**config.mk**
```make
export PLATFORM = sky130hd
export DESIGN_NAME = med_window_flat
export DESIGN_NICKNAME = d
export VERILOG_FILES = /design/src/rtl/med_window_pkg.sv /design/src/rtl/med_window_if.sv /design/src/rtl/med_window_line_buf.sv /design/src/rtl/med_window.sv /design/src/flat_wrapper.sv
export SDC_FILE = /design/constraint.sdc
export NUM_CORES = 1
export LEC_CHECK = 0
export BUFFER_PORTS_ARGS = -buffer_cell sky130_fd_sc_hd__buf_2
export CORE_MARGIN = 10
export CORE_UTILIZATION = 42
export CTS_BUF_LIST = sky130_fd_sc_hd__clkbuf_4 sky130_fd_sc_hd__clkbuf_8
export CTS_CLUSTER_DIAMETER = 30
export DETAILED_ROUTE_END_ITERATION = 8
export MAX_ROUTING_LAYER = met4
export PLACE_DENSITY_LB_ADDON = 0.25
export SYNTH_ARGS = -nofsm -noshare
export SYNTH_HDL_FRONTEND = slang
export SYNTH_SLANG_ARGS = --single-unit
```
**constraint.sdc**
```tcl
create_clock -name clk_i -period 8.5 [get_ports clk_i]
set_input_delay 0.85 -clock clk_i [delete_from_list [all_inputs] [get_ports clk_i]]
set_output_delay 0.85 -clock clk_i [all_outputs]
set_load 0.02 [all_outputs]
```
**src/rtl/med_window_pkg.sv**
```systemverilog
// Shared types and constants for the median-window feeder and the median core.
package med_pkg;

    typedef enum logic [1:0] {
        IDLE = 2'd0,
        SEND = 2'd1,
        WAIT = 2'd2
    } state_e;

    localparam int NB_PIXEL = 9;
    localparam int IDX_W    = 4;

    function automatic int cnt_w(input int n);
        return (n > 1) ? $clog2(n) : 1;
    endfunction

endpackage

```
**src/rtl/med_window_if.sv**
```systemverilog
// Pixel-stream and median-core handshake bundle of the window feeder.
interface med_window_if #(
    parameter int SIZE = 8
) ();
    logic [SIZE-1:0] pix_in;
    logic            pix_valid;
    logic            pix_ready;
    logic [SIZE-1:0] di;
    logic            dsi;
    logic            med_done;
    logic            frame_done;

    modport slave (
        input  pix_in, pix_valid, med_done,
        output pix_ready, di, dsi, frame_done
    );

    modport master (
        output pix_in, pix_valid, med_done,
        input  pix_ready, di, dsi, frame_done
    );
endinterface

```
**src/rtl/med_window_line_buf.sv**
```systemverilog
// One image line of pixels: combinational read, synchronous write, no reset.
module line_buf #(
    parameter int SIZE   = 8,
    parameter int WIDTH  = 64,
    parameter int ADDR_W = 6
) (
    input  logic              clk_i,
    input  logic              we_i,
    input  logic [ADDR_W-1:0] addr_i,
    input  logic [SIZE-1:0]   wdata_i,
    output logic [SIZE-1:0]   rdata_o
);
    logic [SIZE-1:0] mem_q [WIDTH];

    assign rdata_o = mem_q[addr_i];

    // Line storage write port
    always_ff @(posedge clk_i) begin
        if (we_i) begin
            mem_q[addr_i] <= wdata_i;
        end
    end
endmodule

```
**src/rtl/med_window.sv**
```systemverilog
// Raster-scan 3x3 window builder that serialises each interior neighbourhood
// into the median core and stalls the pixel stream until the core is done.
module med_window
    import med_pkg::*;
#(
    parameter int SIZE   = 8,
    parameter int WIDTH  = 64,
    parameter int HEIGHT = 64
) (
    input  logic         clk_i,
    input  logic         rst_i,
    med_window_if.slave  bus
);
    localparam int COL_W = cnt_w(WIDTH);
    localparam int ROW_W = cnt_w(HEIGHT);

    state_e             state_q, state_d;
    logic [IDX_W-1:0]   idx_q, idx_d;
    logic [COL_W-1:0]   col_q;
    logic [ROW_W-1:0]   row_q;
    logic               last_q;
    logic               frame_done_q, frame_done_d;
    logic [SIZE-1:0]    win_q   [3][3];
    logic [SIZE-1:0]    burst_q [NB_PIXEL];
    logic [SIZE-1:0]    new_col_s [3];
    logic [SIZE-1:0]    top_rd_s, mid_rd_s;
    logic               accept_s, win_evt_s, col_last_s, row_last_s;

    assign accept_s   = bus.pix_valid & bus.pix_ready;
    assign col_last_s = (col_q == COL_W'(WIDTH - 1));
    assign row_last_s = (row_q == ROW_W'(HEIGHT - 1));
    assign win_evt_s  = (row_q >= ROW_W'(2)) && (col_q >= COL_W'(2));

    assign new_col_s[0] = top_rd_s;
    assign new_col_s[1] = mid_rd_s;
    assign new_col_s[2] = bus.pix_in;

    line_buf #(.SIZE(SIZE), .WIDTH(WIDTH), .ADDR_W(COL_W)) u_lb_top (
        .clk_i   (clk_i),
        .we_i    (accept_s),
        .addr_i  (col_q),
        .wdata_i (mid_rd_s),
        .rdata_o (top_rd_s)
    );

    line_buf #(.SIZE(SIZE), .WIDTH(WIDTH), .ADDR_W(COL_W)) u_lb_mid (
        .clk_i   (clk_i),
        .we_i    (accept_s),
        .addr_i  (col_q),
        .wdata_i (bus.pix_in),
        .rdata_o (mid_rd_s)
    );

    // Raster position of the pixel being accepted
    always_ff @(posedge clk_i) begin
        if (rst_i) begin
            col_q <= '0;
            row_q <= '0;
        end else if (accept_s) begin
            if (col_last_s) begin
                col_q <= '0;
                row_q <= row_last_s ? '0 : row_q + ROW_W'(1);
            end else begin
                col_q <= col_q + COL_W'(1);
            end
        end
    end

    // Window shift and burst capture; the burst takes the post-shift window
    always_ff @(posedge clk_i) begin
        if (accept_s) begin
            for (int r = 0; r < 3; r++) begin
                win_q[r][0] <= win_q[r][1];
                win_q[r][1] <= win_q[r][2];
                win_q[r][2] <= new_col_s[r];
                if (win_evt_s) begin
                    burst_q[3*r]     <= win_q[r][1];
                    burst_q[3*r + 1] <= win_q[r][2];
                    burst_q[3*r + 2] <= new_col_s[r];
                end
            end
        end
    end

    // FSM state, burst index, last-window flag and frame-done pulse
    always_ff @(posedge clk_i) begin
        if (rst_i) begin
            state_q      <= IDLE;
            idx_q        <= '0;
            last_q       <= 1'b0;
            frame_done_q <= 1'b0;
        end else begin
            state_q      <= state_d;
            idx_q        <= idx_d;
            frame_done_q <= frame_done_d;
            if (accept_s && win_evt_s) begin
                last_q <= col_last_s && row_last_s;
            end
        end
    end

    // Next-state logic
    always_comb begin
        state_d      = state_q;
        idx_d        = idx_q;
        frame_done_d = 1'b0;
        case (state_q)
            IDLE: begin
                if (accept_s && win_evt_s) begin
                    state_d = SEND;
                    idx_d   = '0;
                end else begin
                    state_d = IDLE;
                end
            end
            SEND: begin
                if (idx_q == IDX_W'(NB_PIXEL - 1)) begin
                    state_d = WAIT;
                    idx_d   = '0;
                end else begin
                    idx_d = idx_q + IDX_W'(1);
                end
            end
            WAIT: begin
                if (bus.med_done) begin
                    state_d      = IDLE;
                    frame_done_d = last_q;
                end else begin
                    state_d = WAIT;
                end
            end
            default: begin
                state_d = IDLE;
                idx_d   = '0;
            end
        endcase
    end

    // Ready is masked by reset so nothing is accepted in a reset cycle
    assign bus.pix_ready  = (state_q == IDLE) && !rst_i;
    assign bus.dsi        = (state_q == SEND);
    assign bus.di         = (state_q == SEND) ? burst_q[idx_q] : '0;
    assign bus.frame_done = frame_done_q;
endmodule
```
**src/flat_wrapper.sv**
```systemverilog
// flat-port wrapper written by rule: the top's interface ports become plain ports
module med_window_flat import med_pkg::*;
#(
    parameter int SIZE   = 8,
    parameter int WIDTH  = 64,
    parameter int HEIGHT = 64
)
  (clk_i, rst_i, bus_pix_in, bus_pix_valid, bus_med_done, bus_pix_ready, bus_di, bus_dsi, bus_frame_done);
  med_window_if #(.SIZE(SIZE)) bus_i ();
  input  logic clk_i;
  input  logic rst_i;
  input wire logic [$bits(bus_i.pix_in)-1:0] bus_pix_in;
  input wire logic [$bits(bus_i.pix_valid)-1:0] bus_pix_valid;
  input wire logic [$bits(bus_i.med_done)-1:0] bus_med_done;
  output wire logic [$bits(bus_i.pix_ready)-1:0] bus_pix_ready;
  output wire logic [$bits(bus_i.di)-1:0] bus_di;
  output wire logic [$bits(bus_i.dsi)-1:0] bus_dsi;
  output wire logic [$bits(bus_i.frame_done)-1:0] bus_frame_done;
  assign bus_i.pix_in = bus_pix_in;
  assign bus_i.pix_valid = bus_pix_valid;
  assign bus_i.med_done = bus_med_done;
  assign bus_pix_ready = bus_i.pix_ready;
  assign bus_di = bus_i.di;
  assign bus_dsi = bus_i.dsi;
  assign bus_frame_done = bus_i.frame_done;
  med_window #(.SIZE(SIZE), .WIDTH(WIDTH), .HEIGHT(HEIGHT)) u_core (.clk_i(clk_i), .rst_i(rst_i), .bus(bus_i));
endmodule
```
; Yosys cells after proc, flatten, opt, wreduce, memory -nomap -nowiden
; Memory sizes are Yosys's and may differ from the RTL's. A register that Yosys moved wholly into a read port is not among the register bits.
; Index checks and enable logic that the tools add are counted.
; Widths: inputs -> output; s select.
[totals]
latchBits = 0
romBits = 0
regBits = 20
mem_bits_rw = 1168
mem_count = 4
in_bits = 12
[classes]
mul = 0
n_lt_le_gt_ge = 2
bitwise_logic = 3
add_sub_neg = 3
muxes = 21
div_mod_pow = 0
n_reduce_logical = 9
eq_ne = 7
shift = 0
[mem_list]
columns = memory, words, width, rd, rd_ports_with_merged_regs, write_ports, line
row1 = u_core.u_lb_mid.mem_q, 64, 8, 1, 1, 1, med_window_line_buf.sv:13  ; logic [SIZE-1:0] mem_q [WIDTH];
row2 = u_core.u_lb_top.mem_q, 64, 8, 1, 1, 1, med_window_line_buf.sv:13
row3 = u_core.burst_q, 9, 8, 1, 1, 9, med_window.sv:24  ; logic [SIZE-1:0] burst_q [NB_PIXEL];
row4 = u_core.win_q, 3, 24, 3, 0, 3, med_window.sv:23  ; logic [SIZE-1:0] win_q [3][3];
[ops]
columns = op, count
row1 = $mux 6, 6
row2 = $mux 4, 4
row3 = $add 6x1->6 const B, 2
row4 = $eq 6x6->1 const B, 2
row5 = $ge 6x2->1 const B, 2
row6 = $pmux 4 s3, 1
row7 = $mux 8, 1
row8 = $mux 1, 6
row9 = $pmux 2 s3, 1
row10 = $add 4x1->4 const B, 1
row11 = $eq 4x4->1 const B, 1
row12 = $logic_and 1x1->1, 4
row13 = $mux 2, 2
row14 = $ne 2x1->1 const B, 2
row15 = $reduce_and 2->1, 2
row16 = $reduce_or 3->1, 1
row17 = $eq 2x1->1 const B, 1
row18 = $eq 2x2->1 const B, 1
row19 = $logic_not 2->1, 1
row20 = $not 1->1, 2
row21 = $and 1x1->1, 1
row22 = $logic_not 1->1, 1

; Logic depth before layout (Yosys ltp)
; Gate-level depths: netlist of run 1.
[logic_depth]
depth_word = 8
mapped_depth = 9
depth_no_buf = 7

; Modules after synthesis
; From an unflattened synthesis of run 1, not the netlist that was laid out.
[unflattened]
cells_unflattened = 2619
area_unflattened_um2 = 45865.2
[modules_own_cells]
columns = mod, cells_per_inst, n_inst, area_each_um2, seq_area_each_um2
row1 = line_buf, 1163, 2, 20289.5, 15374.7
row2 = med_window, 293, 1, 5286.3, 4083.9

; Worst setup path after synthesis of run 1
; Ideal clock, no wire load.
[synth_timing]
kind = reg2reg
from = reg (tool-made name)
to = mem u_core.burst_q[5][2], data pin
required_ns = 7.572
period_less_slack_ns = 6.354
t_arrival_ns = 5.426
slack_ns = 2.146
stages_incl_launch_ff = 9
path_buffers = 4
setup_ns = 0.928
path_cell_list = dfxtp_1 -> buf_4 -> buf_2 -> buf_2 -> buf_2 -> mux4_2 -> nand2_1 -> and3_1 -> o41ai_1
[synth_lines]
columns = item, line
row1 = end: declaration, med_window.sv:24

==> impl_metrics.csv, run 1 <==
group,metric,value,unit
clock_network,cts_tree,"built",
synth,yosysSeqAreaShare,78.5,%
worst_setup_path,r2r_slack,4.33,ns
global_routing,grtUsageMet1,23.4,%
route,via_per_inst,5.63,
worst_setup_path,r2r_cells,6,
clock_network,clk_latency,0.87,ns
route,drc_errors,0,
worst_setup_path,slowest_delay,0.74,ns
global_routing,grtUsageTotal,17.9,%
synth,ys_ff_latch,1174,
global_routing,grt_max_degree,98,
cells_and_area,nets,2285,
power,power.density,252,nW/um2
synth,synth_fa_ha_area_share,0.169,%
power,power_frac_comb,4.2,%
outcome,status,"finished clean",
power,totalPowerFinal,13.0,mW
floorplan,ioPinCount,23,
global_routing,antenna_found_initial,2,
timing,fin_crit,4.17,ns
worst_setup_path,worstSetupPathType,"register to register",
cells_and_area,final_cell_area,51700,um2
clock_network,cts_resized,0,
placed_design,placed_area,46700,um2
synth,synth_top_family_by_area,"multiplexers",
worst_setup_path,crit_cells,6,
min_path,hold_class,"input port to register",
clock_network,clock-sinks,1174,
power,p_leak,16.1,nW
placed_design,io_buffers,22,
worst_setup_path,arrival,4.71,ns
power,p_int,10.3,mW
worst_setup_path,cp_num_buf_inv,2,
placed_design,place_congestion,0.802,
power,vdd_drop_max,0.000213,V
placed_design,place_hpwl,57600,um
synth,synth_xor_area_share,0.157,%
min_path,hold_path_depth,3,
power,p_seq_share,49.5,%
synth,synthCells,2042,
min_path,min_from,"bus_med_done",
timing,whs,0.273,ns
worst_setup_path,crit_family,"multiplexers",
floorplan,die_h,346,um
worst_setup_path,reg2reg_to,"u_core.burst_q[5][3]$_DFFE_PP_",
route,wirelength,105000,um
clock_network,holdBufCountCts,0,
synth,muxShareOfSynthArea,15.3,%
floorplan,start_util,42.3,%
timing,maxSlewHeadroom,18.6,%
clock_network,htreeDepth,4,
synth,synthFlopType,"edfxtp_1",
global_routing,grt_pass1_vias,22496,
timing,fin_crit_sh,49.0,%
synth,synth-edff-count,1144,
clock_network,root_buffer,"clkbuf_8",
route,first_pass_iters,5,
power,pwr-share-clk,46.3,%
clock_network,cts_buffers,211,
synth,synthSimpleGateAreaFrac,2.55,%
job,maxCapViolations,0,
route,routedWlPerCell,27.4,um
synth,ys_types,50,
route,final_antenna_net_count,0,
synth,synth_compound_gate_area_share,2.09,%
timing,setup_violations,0,
timing,drv_slew,0,
worst_setup_path,path_common_cell,"mux4_2",
clock_network,clk_pin_slew_worst_paths,0.06,ns
worst_setup_path,cpMaxStageDelayCell,"dfxtp_4",
synth,syn_nets,2060,
min_path,whs_endpoint,"u_core.bus.frame_done$_SDFF_PP0_",
synth,avgSynthCellArea,21.8,um2
worst_setup_path,path_max_fanout,86,
cells_and_area,area_growth,16.1,%
synth,syn-cell-area,44500,um2
floorplan,dieArea,119000,um2
timing,rsz0062_at_grt,"false",
global_routing,grt-ovfl-total,0,
global_routing,grt.busiest_layer,"met2",
cells_and_area,drive_above_1_share,33.1,%
synth,yosysWarnings,0,
worst_setup_path,cp-start-kind,"register",
floorplan,core.rowCount,119,
floorplan,core_area,105000,um2
clock_network,cts_max_path_buffers,3,
power,swShare,21.3,%
worst_setup_path,end_kind,"register",
global_routing,grt.met3_usage,4.10,%
route,drt_iter0_drc,1970,
timing,hold_viol_final,0,
timing,fmax,240,MHz
global_routing,grt_pass1_wl,154000,um
floorplan,die_w,346,um
global_routing,met2_usage,27.7,%
timing,fin_tns_setup,0,ns
timing,worst_pin_slew,1.22,ns
timing,skew,0.0520,ns
clock_network,postCtsSetupBuffers,0,
synth,async_flop_share,0,%
worst_setup_path,worst_ep_required_time,9.04,ns
worst_setup_path,crit_chain,"buf_12 -> mux4_2 -> mux4_2 -> nor2_1 -> o21ai_4 -> buf_4",
power,p_sw,2.77,mW
route,vias,21556,
-- synth_stat cells (all sizes together), types with 3 or more instances --
library cell / count / area [um2]
edfxtp: 1144 / 34400
mux4: 282 / 6350
nor2: 128 / 480
buf: 61 / 305
nand2: 57 / 214
clkbuf: 50 / 188
a21oi: 44 / 220
o22ai: 41 / 257
dfxtp: 30 / 601
o21ai: 26 / 130
mux2i: 25 / 250
nand3: 21 / 105
nor3: 21 / 105
mux2: 19 / 214
o221ai: 15 / 131
inv: 8 / 30.0
ha: 6 / 75.1
nand4: 5 / 37.5
o2111ai: 5 / 43.8
xor2: 5 / 43.8
a2111oi: 4 / 35.0
a21o: 4 / 30.0
nand2b: 4 / 25.0
a211oi: 3 / 22.5
nand3b: 3 / 22.5
nor2b: 3 / 18.8
or3: 3 / 18.8
xnor2: 3 / 26.3
-- per-layer routing --
layer | up-vias | wire (um)
li1 | 9030 | -
met1 | 11544 | 43900
met2 | 811 | 50700
met3 | 171 | 7560
met4 | 0 | 2740
met5 | - | 0
-- worst min-delay path, cell delays in order --
cell and delay [ns]:
buf_2 0.11, nand3_1 0.08, nor3_1 0.04
-- worst max-delay path by stage --
| stage | slack [ns] | endpoint |
|---|---|---|
| finish | 4.33 | u_core.burst_q[5][3]$_DFFE_PP_ |
| global route | 4.09 | u_core.win_q[1][6]$_DFFE_PP_ |
| CTS | 4.26 | u_core.burst_q[5][3]$_DFFE_PP_ |
| detailed placement | 4.28 | u_core.u_lb_top.mem_q[41][3]$_DFFE_PP_ |
| global placement | 4.31 | u_core.u_lb_top.mem_q[56][3]$_DFFE_PP_ |
| floorplan | 2.15 | u_core.burst_q[5][2]$_DFFE_PP_ |
-- final cells by class --
type	instances	area (um2)
antenna	3	7.51
clock buffer	253	3260
clock inverter	131	1670
fill	8414	53600
inverter	10	37.5
multi-input combinational	747	9090
sequential	1174	35000
tap	1391	1740
timing repair buffer	123	893
-- cells in the final DEF, fill, tap and decap left out, types with 15 or more instances in the layout --
master	count
edfxtp_1	1144
o221ai_1	15
clkbuf_8	217
clkbuf_4	36
nor2_1	126
mux4_2	282
a21oi_1	44
dfxtp_1	27
clkinvlp_4	17
nand3_1	21
nor3_1	21
nand2_1	57
bufinv_16	34
buf_4	99
clkinv_2	29
buf_2	22
mux2i_1	25
clkinv_1	24
o21ai_0	22
o22ai_1	41
mux2_2	19
-- through the flow --
stage / utilization (%) / setup slack [ns] / cells
2_1_floorplan: - / 2.15 / 2042
3_3_place_gp: 44.4 / 4.31 / 3445
3_5_place_dp: 44.4 / 4.28 / 3445
4_1_cts: 49.1 / 4.26 / 3829
5_1_grt: 49.1 / 4.09 / 3830
6_report: 49.1 / 4.33 / 3832
-- state kept, by name, summed over array words and instances, names as in the netlist, named ones only --
signal	flops
u_core.idx_q	4
u_core.row_q	6
u_core.bus.frame_done	1
u_core.col_q	6
u_core.u_lb_mid.mem_q	512
u_core.win_q	48
u_core.u_lb_top.mem_q	512
u_core.burst_q	72
u_core.state_q	2
u_core.last_q	1
-- cells by family (layout without fill, tap and decap cells) --
logic type	count (synthesis)	after routing
AOI/OAI and AO/OA	150	150
adders and majority gates	6	6
DFF	1174	1174
and+or+nand+nor	257	257
other	0	3
muxes	326	326
xor gates and xnor gates	8	8
buffers and inverters	121	517
-- power by group through the flow --
stage	Clock (mW)	Sequential (mW)	Combinational, mW
after floorplan	0	6.57	0.345
after global placement	0	6.57	0.537
after detailed placement	0	6.58	0.551
after CTS	6.16	6.46	0.551
after global routing	6.45	6.45	0.582
final	6.04	6.45	0.543
Power figures use the tool's default switching activity.
==> run 2, diff against run 1 <==
clock period = 4.3 ns   (was 8.5 ns; I/O delays follow)
==> run 2 against run 1 <==
  * Core utilization increased by 0.44 points
  * Cell count rose by 1.9%
  * Clock power grew 90%
  * Die area unchanged
  * Maximum frequency increased by 5.7%
  * Flip-flop and latch count unchanged
  * Sequential share of layout area is 0.60 points lower
  * Register-to-register slack got worse by 4.0 ns
  * Combinational power grew 120%
  * Clock-buffer cell count grew 10
  * Total power grew 95%
  * Largest cell class unchanged
==> impl_metrics.csv, run 2 (same netlist as run 1, synthesis figures left out) <==
group,metric,value,unit
outcome,status,"finished clean",
timing,maxSlewHeadroom,10.1,%
worst_setup_path,worst_ep_required_time,4.91,ns
power,vdd_drop_max,0.000317,V
clock_network,cts_max_path_buffers,3,
route,wirelength,112000,um
floorplan,core_area,105000,um2
route,first_pass_iters,5,
timing,layout_setup_ws,0.359,ns
global_routing,grt_pass1_wl,162000,um
timing,fmax,254,MHz
placed_design,place_congestion,0.816,
placed_design,place_hpwl,65000,um
timing,fin_tns_setup,0,ns
route,vias,22167,
floorplan,die_h,346,um
timing,skew,0.0404,ns
job,maxCapViolations,0,
clock_network,clock-sinks,1174,
clock_network,clk_latency,0.87,ns
power,p_leak,16.4,nW
global_routing,grtUsageMet1,25.5,%
worst_setup_path,end_kind,"register",
placed_design,pre_cts_slack,0.574,ns
cells_and_area,area_growth,17.1,%
global_routing,grt-ovfl-total,0,
cells_and_area,register_area,35000,um2
cells_and_area,reg.largest.list,"u_core.u_lb_mid.mem_q (512), u_core.u_lb_top.mem_q (512), u_core.burst_q (72)",
cells_and_area,multiInputGateArea,9090,um2
timing,setup_violations,0,
worst_setup_path,crit_path_end,"u_core.u_lb_top.mem_q[20][5]$_DFFE_PP_",
route,final_antenna_net_count,0,
timing,rsz0062_at_grt,"false",
global_routing,grt.met3_usage,4.18,%
timing,fin_crit,3.94,ns
cells_and_area,fillers,8398,
worst_setup_path,worstSetupPathType,"register to register",
floorplan,core.rowCount,119,
clock_network,cts_tree,"built",
power,power.density,487,nW/um2
worst_setup_path,arrival,4.55,ns
clock_network,root_buffer,"clkbuf_8",
worst_setup_path,cp-start-kind,"register",
global_routing,grt_max_degree,67,
clock_network,clk_pin_slew_worst_paths,0.06,ns
global_routing,grt_pass1_vias,22897,
global_routing,grtUsageTotal,19.0,%
placed_design,placed_area,47300,um2
route,via_per_inst,5.68,
cells_and_area,nets,2343,
cells_and_area,most-common-layout-cells,"1144 x edfxtp_1, 282 x mux4_2, 219 x clkbuf_8",
floorplan,ioPinCount,23,
floorplan,dieArea,119000,um2
clock_network,cts_resized,0,
route,drc_errors,0,
placed_design,io_buffers,22,
timing,worst_pin_slew,1.35,ns
floorplan,die_w,346,um
cells_and_area,drive_above_1_share,34.1,%
worst_setup_path,reg2reg_to,"u_core.u_lb_top.mem_q[20][5]$_DFFE_PP_",
worst_setup_path,r2r_cells,7,
worst_setup_path,r2r_slack,0.36,ns
worst_setup_path,path_max_fanout,40,
timing,hold_viol_final,0,
global_routing,antenna_found_initial,3,
global_routing,met2_usage,28.7,%
cells_and_area,final_cell_area,52100,um2
timing,whs,0.126,ns
floorplan,start_util,42.3,%
clock_network,htreeDepth,4,
min_path,hold_class,"input port to register",
global_routing,grt.busiest_layer,"met2",
timing,fin_crit_sh,91.6,%
clock_network,cts_buffers,211,
timing,drv_slew,0,
cells_and_area,final_common_cell,"edfxtp_1",
route,routedWlPerCell,28.6,um
route,drt_iter0_drc,2760,
run 2: repair_timing:
| action | 4_1_cts | 5_1_grt |
|---|---|---|
| hold buffers | 2 | 0 |
| endpoints found under the setup margin | 0 | 0 |
| setup buffers | 0 | 0 |
| hold endpoints to repair | 11 | 0 |
run 2: worst min path at each step:
stage / to / from / cells after the start / slack, ns
6_report: u_core.u_lb_mid.mem_q[61][5]$_DFFE_PP_ / bus_pix_in[5] / 1 / 0.13
5_1_grt: u_core.u_lb_mid.mem_q[32][2]$_DFFE_PP_ / bus_pix_in[2] / 1 / 0.09
4_1_cts: u_core.u_lb_mid.mem_q[62][2]$_DFFE_PP_ / bus_pix_in[2] / 1 / 0.05
3_5_place_dp: u_core.burst_q[3][4]$_DFFE_PP_ / u_core.win_q[1][12]$_DFFE_PP_ / 0 / 0.40
3_3_place_gp: u_core.burst_q[0][2]$_DFFE_PP_ / u_core.win_q[0][10]$_DFFE_PP_ / 0 / 0.40
2_1_floorplan: u_core.burst_q[0][0]$_DFFE_PP_ / u_core.win_q[0][8]$_DFFE_PP_ / 0 / 0.40
run 2: final cells by class:
cell class	count	share of cell area [%]
Clock inverter	134	2.73
Multi-Input combinational cell	747	17.4
Clock buffer	263	6.42
Timing Repair Buffer	181	2.92
Inverter	10	0.0720
Sequential cell	1174	67.1
Tap cell	1391	3.34
Antenna cell	3	0.0144
run 2: report_power, final:
group | leakage [nW] | total [mW] | internal [mW] | switching, mW
sequential | 10.5 | 12.8 | 12.7 | 0.0428
combinational | 3.39 | 1.17 | 0.453 | 0.713
clock | 2.42 | 11.5 | 6.76 | 4.72
run 2: critical path: stages, from the launching register on:
cell and delay, ns:
dfxtp_4 0.96, buf_12 0.30, mux4_2 0.25, o22ai_1 0.11
o21ai_0 0.84, nand3_1 0.56, o21ai_4 0.23, buf_4 0.38
run 2: per-stage QoR:
step | cells | power [mW] | util (%)
after floorplan | 2042 | 13.7 | -
after global placement | 3501 | 14.1 | 45.0
after detailed placement | 3501 | 14.2 | 45.0
after CTS | 3900 | 25.6 | 49.5
after global routing | 3903 | 26.2 | 49.5
final | 3903 | 25.4 | 49.5
run 2: per-layer routing:
metal  up-vias  share of wire (%)
met1     11810                 42
met2      1016                 48
met5         -                  0
met4         0                2.7
met3       176                7.8
li1       9165                  -
==> run 3, diff against run 2 <==
CELL_PAD_IN_SITES_DETAIL_PLACEMENT = 0   (was default)
CELL_PAD_IN_SITES_GLOBAL_PLACEMENT = 1   (was default)
CORE_ASPECT_RATIO = 0.75   (was default)
clock period = 4.2 ns   (was 4.3 ns; I/O delays follow)
==> run 3 against run 2 <==
  * Routed wire length increased by 2.3%
  * Sequential share of layout area increased by 0.88 points
  * Core utilization decreased by 0.59 points
  * Flip-flop and latch count stayed put
  * Critical path depth up 1
  * Non-clock buffer count fell by 7
  * Clock skew increased by 0.014 ns
  * Sequential power hardly changed
  * Maximum frequency up 4.1%
  * Global-route usage up 0.69 points
  * Worst hold slack lost 0.017 ns
  * Critical path type unchanged
  * Largest power group unchanged
  * Highest routed layer unchanged
==> impl_metrics.csv, run 3 (same netlist as run 1, synthesis figures left out) <==
group,metric,value,unit
clock_network,clk_latency,0.88,ns
placed_design,placed_area,47300,um2
job,maxCapViolations,0,
floorplan,start_util,42.3,%
worst_setup_path,arrival,4.33,ns
timing,fin_crit_sh,90.1,%
route,vias,22070,
worst_setup_path,end_kind,"register",
clock_network,clock-sinks,1174,
cells_and_area,most-common-layout-cells,"1144 x edfxtp_1, 282 x mux4_2, 196 x clkbuf_8",
worst_setup_path,worstSetupPathType,"register to register",
power,p_leak,16.0,nW
worst_setup_path,worst_ep_required_time,4.74,ns
floorplan,die_h,302,um
power,vdd_drop_max,0.000269,V
timing,fmax,264,MHz
worst_setup_path,path_max_fanout,66,
clock_network,root_buffer,"clkbuf_8",
timing,hold_viol_final,0,
clock_network,cts_tree,"built",
timing,fin_crit,3.79,ns
route,first_pass_iters,5,
route,via_per_inst,5.69,
route,drc_errors,0,
cells_and_area,final_cell_area,51500,um2
route,final_antenna_net_count,0,
global_routing,grt_pass1_wl,165000,um
floorplan,core_area,105000,um2
floorplan,ioPinCount,23,
min_path,hold_class,"input port to register",
floorplan,core.rowCount,103,
placed_design,place_congestion,0.780,
timing,skew,0.0547,ns
timing,rsz0062_at_grt,"false",
timing,maxSlewHeadroom,9.29,%
timing,fin_tns_setup,0,ns
outcome,status,"finished clean",
worst_setup_path,cp-start-kind,"register",
floorplan,die_w,396,um
route,drt_iter0_drc,2539,
floorplan,dieArea,120000,um2
timing,layout_setup_ws,0.414,ns
cells_and_area,drive_above_1_share,32.6,%
placed_design,pre_cts_slack,0.251,ns
clock_network,clk_pin_slew_worst_paths,0.06,ns
clock_network,htreeDepth,4,
route,wirelength,114000,um
global_routing,grt_pass1_vias,22704,
cells_and_area,reg.largest.list,"u_core.u_lb_mid.mem_q (512), u_core.u_lb_top.mem_q (512), u_core.burst_q (72)",
placed_design,place_hpwl,66900,um
clock_network,cts_buffers,190,
power,power.density,482,nW/um2
clock_network,cts_max_path_buffers,3,
global_routing,grt-ovfl-total,0,
cells_and_area,area_growth,15.6,%
timing,worst_pin_slew,1.36,ns
global_routing,grt_max_degree,73,
cells_and_area,nets,2315,
timing,whs,0.109,ns
route,routedWlPerCell,29.5,um
global_routing,antenna_found_initial,8,
placed_design,io_buffers,22,
timing,drv_slew,0,
global_routing,grtUsageTotal,19.7,%
timing,setup_violations,0,
cells_and_area,final_common_cell,"edfxtp_1",
==> run 3: power by group <==
group / switching, mW / total, mW / internal [mW]
sequential: 0.0516 / 13.1 / 13.0
clock: 4.58 / 10.5 / 5.96
combinational: 0.734 / 1.21 / 0.475
==> run 3: per-layer routing <==
metal	GRT usage (%)	wire length [um]	part of all wire [%]	vias to the layer above
met5	-	0	0	-
li1	-	-	-	9097
met4	5.76	2380	2.1	0
met1	28.7	52000	45	11849
met3	4.21	9680	8.5	167
met2	27.9	50200	44	957
==> run 3: final cells by class <==
type	count	area [um2]
Sequential cell	1174	35000
Tap cell	1417	1770
Inverter	10	37.5
Multi-Input combinational cell	747	9100
Clock inverter	109	1030
Antenna cell	4	10.0
Fill cell	8571	53700
Timing Repair Buffer	174	1490
Clock buffer	243	3050
==> run 3: worst max-delay path, cell delays in order (launching register included) <==
cell and delay (ns):
dfxtp_4 1.01, buf_12 0.36, buf_4 0.27, mux4_2 0.52
nand2_1 0.08, nand2_1 0.10, o221ai_1 0.69, o21ai_4 0.09
buf_12 0.24
==> run 3: worst paths after layout <==
check	start	endpoint	slack [ns]	depth (start not counted)
max	register	u_core.u_lb_top.mem_q[6][5]$_DFFE_PP_	0.41	8
max reg2reg	register	u_core.u_lb_top.mem_q[6][5]$_DFFE_PP_	0.41	8
min	bus_pix_in[3]	u_core.u_lb_mid.mem_q[61][3]$_DFFE_PP_	0.11	1
min reg2reg	u_core.win_q[1][10]$_DFFE_PP_	u_core.burst_q[3][2]$_DFFE_PP_	0.42	0
==> run 3: per-stage QoR <==
step	power, mW	std cells	util (%)
finish	24.8	3878	48.9
global route	25.7	3877	48.9
CTS	25.1	3874	48.9
detailed placement	14.5	3518	45.0
global placement	14.5	3518	45.0
floorplan	14.0	2042	-
==> run 3: timing repair <==
item	4_1_cts	5_1_grt
hold buffers	4	0
endpoints found under the setup margin	0	30
setup buffers	0	0
resized for setup	0	1
hold endpoints to repair	30	0
